[src/rtl/program_loader.sv]
// Host-side CPU programming loader. It holds a RAM image written by the host and
// streams it byte-by-byte into the CPU while the CPU is held in programming mode.
module program_loader #(
    parameter int RAM_BYTES = 16,
    parameter int TIMEOUT   = 255
) (
    input  logic                             clk,
    input  logic                             rst,
    input  logic                             img_we,
    input  logic [$clog2(RAM_BYTES)-1:0]     img_addr,
    input  logic [7:0]                       img_wdata,
    input  logic                             start,
    input  logic                             abort,
    input  logic                             cpu_ready,
    input  logic                             cpu_done_load,
    output logic                             programming,
    output logic [7:0]                       prog_data,
    output logic                             busy,
    output logic                             done,
    output logic                             error,
    output logic [$clog2(RAM_BYTES+1)-1:0]   byte_count
);

    localparam int AW = $clog2(RAM_BYTES);
    localparam int CW = $clog2(RAM_BYTES + 1);
    localparam int TW = $clog2(TIMEOUT + 1);

    localparam logic [AW-1:0] LAST_IDX   = AW'(RAM_BYTES - 1);
    localparam logic [CW-1:0] FULL_COUNT = CW'(RAM_BYTES);
    localparam logic [TW-1:0] TIMER_LAST = TW'(TIMEOUT - 1);

    typedef enum logic [2:0] {
        S_IDLE,
        S_ARM,
        S_STREAM,
        S_WAIT_DONE,
        S_RELEASE,
        S_ERROR
    } state_t;

    state_t          r_state;
    logic [7:0]      r_image [RAM_BYTES];
    logic [AW-1:0]   r_idx;
    logic [TW-1:0]   r_timer;
    logic            r_programming;
    logic            r_busy;
    logic            r_done;
    logic            r_error;
    logic [7:0]      r_prog_data;
    logic [CW-1:0]   r_byte_count;

    logic            w_img_open;
    logic            w_active;
    logic            w_in_stream;
    logic            w_in_wait;
    logic            w_accept;
    logic            w_last;
    logic            w_timer_expired;
    logic            w_abort;
    logic            w_fault;
    logic            w_release;
    logic [AW-1:0]   w_idx_next;
    logic [CW-1:0]   w_count_next;

    assign w_img_open      = (r_state == S_IDLE) || (r_state == S_ERROR);
    assign w_in_stream     = (r_state == S_STREAM);
    assign w_in_wait       = (r_state == S_WAIT_DONE);
    assign w_active        = (r_state == S_ARM) || w_in_stream || w_in_wait;
    assign w_accept        = w_in_stream && cpu_ready;
    assign w_last          = (r_idx == LAST_IDX);
    assign w_timer_expired = (r_timer == TIMER_LAST);
    assign w_idx_next      = r_idx + AW'(1);
    assign w_count_next    = (r_byte_count == FULL_COUNT) ? r_byte_count
                                                          : r_byte_count + CW'(1);

    // A done_load that coincides with the final accept counts as a clean finish.
    assign w_abort   = abort && w_active;
    assign w_fault   = (w_in_stream && cpu_done_load && !(w_accept && w_last))
                     || (w_in_stream && !cpu_ready && !cpu_done_load && w_timer_expired)
                     || (w_in_wait && !cpu_done_load && w_timer_expired);
    assign w_release = (w_accept && w_last && cpu_done_load)
                     || (w_in_wait && cpu_done_load);

    // NOTE: the image is a plain memory with no reset so the host's contents survive rst.
    always_ff @(posedge clk) begin
        if (img_we && w_img_open) begin
            r_image[img_addr] <= img_wdata;
        end
    end

    // NOTE: all state here uses non-blocking assignments so every register sees pre-edge values.
    always_ff @(posedge clk) begin
        if (rst) begin
            r_state       <= S_IDLE;
            r_idx         <= '0;
            r_timer       <= '0;
            r_programming <= 1'b0;
            r_busy        <= 1'b0;
            r_done        <= 1'b0;
            r_error       <= 1'b0;
            r_prog_data   <= '0;
            r_byte_count  <= '0;
        end else begin
            r_done <= 1'b0;
            if (w_abort) begin
                r_state       <= S_IDLE;
                r_programming <= 1'b0;
                r_busy        <= 1'b0;
            end else if (w_fault) begin
                r_state       <= S_ERROR;
                r_programming <= 1'b0;
                r_busy        <= 1'b0;
                r_error       <= 1'b1;
            end else if (w_release) begin
                r_state       <= S_RELEASE;
                r_programming <= 1'b0;
                r_busy        <= 1'b0;
                r_done        <= 1'b1;
                if (w_accept) begin
                    r_byte_count <= w_count_next;
                end
            end else begin
                case (r_state)
                    S_IDLE, S_ERROR: begin
                        if (start) begin
                            r_state       <= S_ARM;
                            r_error       <= 1'b0;
                            r_byte_count  <= '0;
                            r_idx         <= '0;
                            r_timer       <= '0;
                            r_programming <= 1'b1;
                            r_busy        <= 1'b1;
                        end
                    end
                    S_ARM: begin
                        r_state     <= S_STREAM;
                        r_prog_data <= r_image[r_idx];
                    end
                    S_STREAM: begin
                        if (w_accept) begin
                            r_byte_count <= w_count_next;
                            r_timer      <= '0;
                            if (w_last) begin
                                r_state <= S_WAIT_DONE;
                            end else begin
                                r_idx       <= w_idx_next;
                                r_prog_data <= r_image[w_idx_next];
                            end
                        end else begin
                            r_timer <= r_timer + TW'(1);
                        end
                    end
                    S_WAIT_DONE: begin
                        r_timer <= r_timer + TW'(1);
                    end
                    S_RELEASE: begin
                        r_state <= S_IDLE;
                    end
                    default: begin
                        r_state <= S_IDLE;
                    end
                endcase
            end
        end
    end

    assign programming = r_programming;
    assign prog_data   = r_prog_data;
    assign busy        = r_busy;
    assign done        = r_done;
    assign error       = r_error;
    assign byte_count  = r_byte_count;

endmodule

[config.mk]
export PLATFORM = sky130hd
export DESIGN_NAME = program_loader
export DESIGN_NICKNAME = d
export VERILOG_FILES = /design/src/rtl/program_loader.sv
export SDC_FILE = /design/constraint.sdc
export NUM_CORES = 1
export LEC_CHECK = 0
export ABC_CLOCK_PERIOD_IN_PS = 3150
export CAP_MARGIN = 25
export CORE_MARGIN = 4
export CORE_UTILIZATION = 40
export DETAILED_ROUTE_END_ITERATION = 8
export PLACE_DENSITY = 0.68
export RECOVER_POWER = 25
export SLEW_MARGIN = 20
export SYNTH_ARGS = -nofsm -noshare
export SYNTH_HDL_FRONTEND = slang
export SYNTH_SLANG_ARGS = --single-unit
[constraint.sdc]
create_clock -name clk -period 3.15 [get_ports clk]
set_input_delay 0.315 -clock clk [delete_from_list [all_inputs] [get_ports clk]]
set_output_delay 0.315 -clock clk [all_outputs]
set_load 0.02 [all_outputs]
==> flow_summary.yaml <==
die:
  initial_core_util: 0.407
  fp.dieH_um: 149
  die_w_um: 149
  coreArea_sq_mm: 0.0195
  ios: 36
  rows: 51
  dieArea_sq_mm: 0.0222
timing:
  fin_worst_skew_ns: 0.00962
  post-route-min-period_ns: 2.69
  relSlewSlack: 0.354
  rsz0062_at_grt: "no"
  setup_tns_ns: 0
  setup_violations: 0
  tightestPinTransition_ns: 0.965
  post-route-period-util: 0.854
  slew_violations: 0
  max_freq_ghz: 0.372
  final_hold_viol_count: 0
worst_setup_path:
  critPathTopFamily: "simple AND/OR/NAND/NOR gates"
  cp-endpoint: "r_image[8][4]"
  rr_worst_depth: 4
  worst-path-buf-inv: 0
  path_depth: 4
  worstPathRequired_ns: 3.20
  path_class: "reg2reg"
  cp.arrival_ns: 2.74
  rr_endpoint: "r_image[8][4]"
  startpoint_type: "register"
  cpPeakStageDelay_ns: 0.77
  cp-startpoint: "r_state[2]"
  cp_slowest_cell: "nor2_1"
  reg2reg_slack_ns: 0.46
  crit_chain: "xnor2_1 > nand3_1 > or3_1 > nor2_1"
  critPathCaptureType: "register"
  critPathMaxFanout: 12
  r2r_start: "r_state[2]"
drt:
  drt_iter0_markers: 451
  ant_nets: 0
  drc_errors: 0
  vias: 5188
  first_pass_iters: 5
  routed_wl_um: 19300
  routedWlPerCell_um: 22.0
  via_per_inst: 5.93
global_routing:
  overflow: 0
  grt_max_degree: 28
  use_met2: 0.303
  grt_use_met1: 0.237
  grt_pass1_wl_um: 30200
  grt_pass1_vias: 5322
  grt_most_used_layer: "met2"
  antenna_found_initial: 0
  use_met3: 0.0371
  track_usage: 0.180
clock_network:
  cts_made_buffers: 17
  clk_latency_ns: 0.43
  clock_sinks: 163
  clock_path_buffers: 2
  h-tree-depth: 4
  cts_resized: 0
  path_clk_slew_ns: 0.07
  clk_root_buffer_cell: "clkbuf_16"
  cts_tree: "yes"
  hold_buffers: 0
  post_cts_buffers: 0
final_layout:
  instances_no_fill: 875
  insertedDiodeCount: 0
  final_common_cell: "edfxtp_1"
  mostFrequentLayoutCells: "edfxtp_1, mux4_2, dfxtp_1"
  area_delta_synth_final_pct: 16.5
  nNetsFinal: 621
  drive_gt1_frac: 0.211
  fin_area_sq_mm: 0.00925
pwr:
  leakagePower_nw: 2.91
  power.total_mw: 5.90
  powerDensity_mw_per_mm2: 637
  max-vdd-ir-drop_mv: 0.506
synthesis:
  syn_inst: 551
  synthArstFlopShare: 0
  seq_area_frac_synth: 0.572
  synth-edff-count: 128
  avgSynthCellArea_sq_um: 14.4
  ys_types: 64
  yosysWarnings: 0
  syn_nets: 575
  synth_flop_cell: "edfxtp_1"
  synth_area_sq_mm: 0.00794
  synth-seq-cells: 163
placed_design:
  io_buffers: 35
  place_area_sq_mm: 0.00860
  dp_hpwl_um: 13300
  placed_cells: 842
  gp_congestion: 0.873
run_status:
  status: "completed"
run:
  maxCapViolations: 0
worst_hold_path:
  hp-class: "reg2reg"
==> sequential cells by signal, summed over array words and instances (netlist names), named ones only <==
signal / cells
done: 1
error: 1
r_timer: 8
busy: 1
r_image: 128
r_idx: 4
r_state: 3
prog_data: 8
byte_count: 5
==> logic make-up (layout without fill, tap and decap cells) <==
| group | after synthesis | after routing | synth area share |
|---|---|---|---|
| AOI/OAI and AO/OA | 98 | 98 | 0.0922 |
| xor gates and xnor gates | 5 | 5 | 0.00788 |
| adders and majority gates | 5 | 5 | 0.00788 |
| buffers and inverters | 43 | 102 | 0.0320 |
| DFF | 163 | 163 | 0.572 |
| muxes | 74 | 74 | 0.177 |
| and+or+nand+nor | 163 | 163 | 0.111 |
==> how the worst min path moves through the flow <==
stage / from / to / slack, ns / depth (start not counted)
after global placement: r_timer[4] / r_timer[4] / 0.45 / 1
after detailed placement: r_timer[7] / r_timer[7] / 0.46 / 1
after CTS: r_timer[7] / r_timer[7] / 0.47 / 1
final: r_timer[7] / r_timer[7] / 0.48 / 1
after floorplan: img_wdata[0] / r_image[0][0] / 0.41 / 0
after global routing: r_timer[7] / r_timer[7] / 0.50 / 1
==> where the power goes <==
group | switching [mW] | internal (mW) | total [mW]
sequential | 0.102 | 2.43 | 2.53
combinational | 0.696 | 0.454 | 1.15
clock | 0.930 | 1.29 | 2.22
total | 1.73 | 4.17 | 5.90
==> per-stage QoR <==
step / worst slack (ns) / util / hold WS, ns
2_1_floorplan: 0.917 / - / 0.414
3_3_place_gp: 0.448 / 0.441 / 0.451
3_5_place_dp: 0.413 / 0.441 / 0.457
4_1_cts: 0.391 / 0.473 / 0.469
5_1_grt: 0.279 / 0.474 / 0.505
6_report: 0.461 / 0.474 / 0.478
==> final cells by class <==
cell class                      instances  area, sq um
Timing Repair Buffer                   61          566
Sequential cell                       163         4540
Inverter                                9         33.8
Clock inverter                         15          206
Clock buffer                           17          425
Fill cell                            1693        10300
Tap cell                              265          332
Multi-Input combinational cell        345         3140
==> routing by layer <==
metal / wire length (um) / share of wire
met4: 230 / 0.012
met5: 0 / 0
met2: 9920 / 0.51
met3: 1210 / 0.063
met1: 7910 / 0.41
==> cells in the mapped netlist (2+ instances only) <==
library cell	count	area (sq um)
nand2_1	32	120
nor4b_1	2	17.5
or2_2	3	18.8
nor3_1	10	50.1
or3_1	2	12.5
dfxtp_1	35	701
ha_1	5	62.6
o31ai_1	7	52.6
o21ai_1	2	10.0
a22oi_1	11	82.6
nand3b_1	5	37.5
or4_1	6	45.0
o211ai_1	7	52.6
a21oi_1	23	115
buf_2	8	40.0
nand2b_1	14	87.6
edfxtp_1	128	3840
buf_4	8	60.1
mux4_2	53	1190
clkbuf_1	7	26.3
o311ai_0	6	52.6
nand3_1	25	125
o31a_1	2	17.5
nor2_1	29	109
and2b_1	2	15.0
nor2b_1	6	37.5
and2_1	8	50.1
a31oi_1	2	12.5
nor3b_1	2	15.0
o21ai_0	7	35.0
buf_6	7	78.8
mux2i_1	21	210
a211oi_1	6	45.0
buf_1	4	15.0
nand4_1	3	18.8
xnor2_1	3	26.3
o41ai_1	8	70.1
and3_1	3	18.8
nand3_2	2	20.0
o221ai_1	5	43.8
inv_1	9	33.8
(Power assumes the default switching activity.)
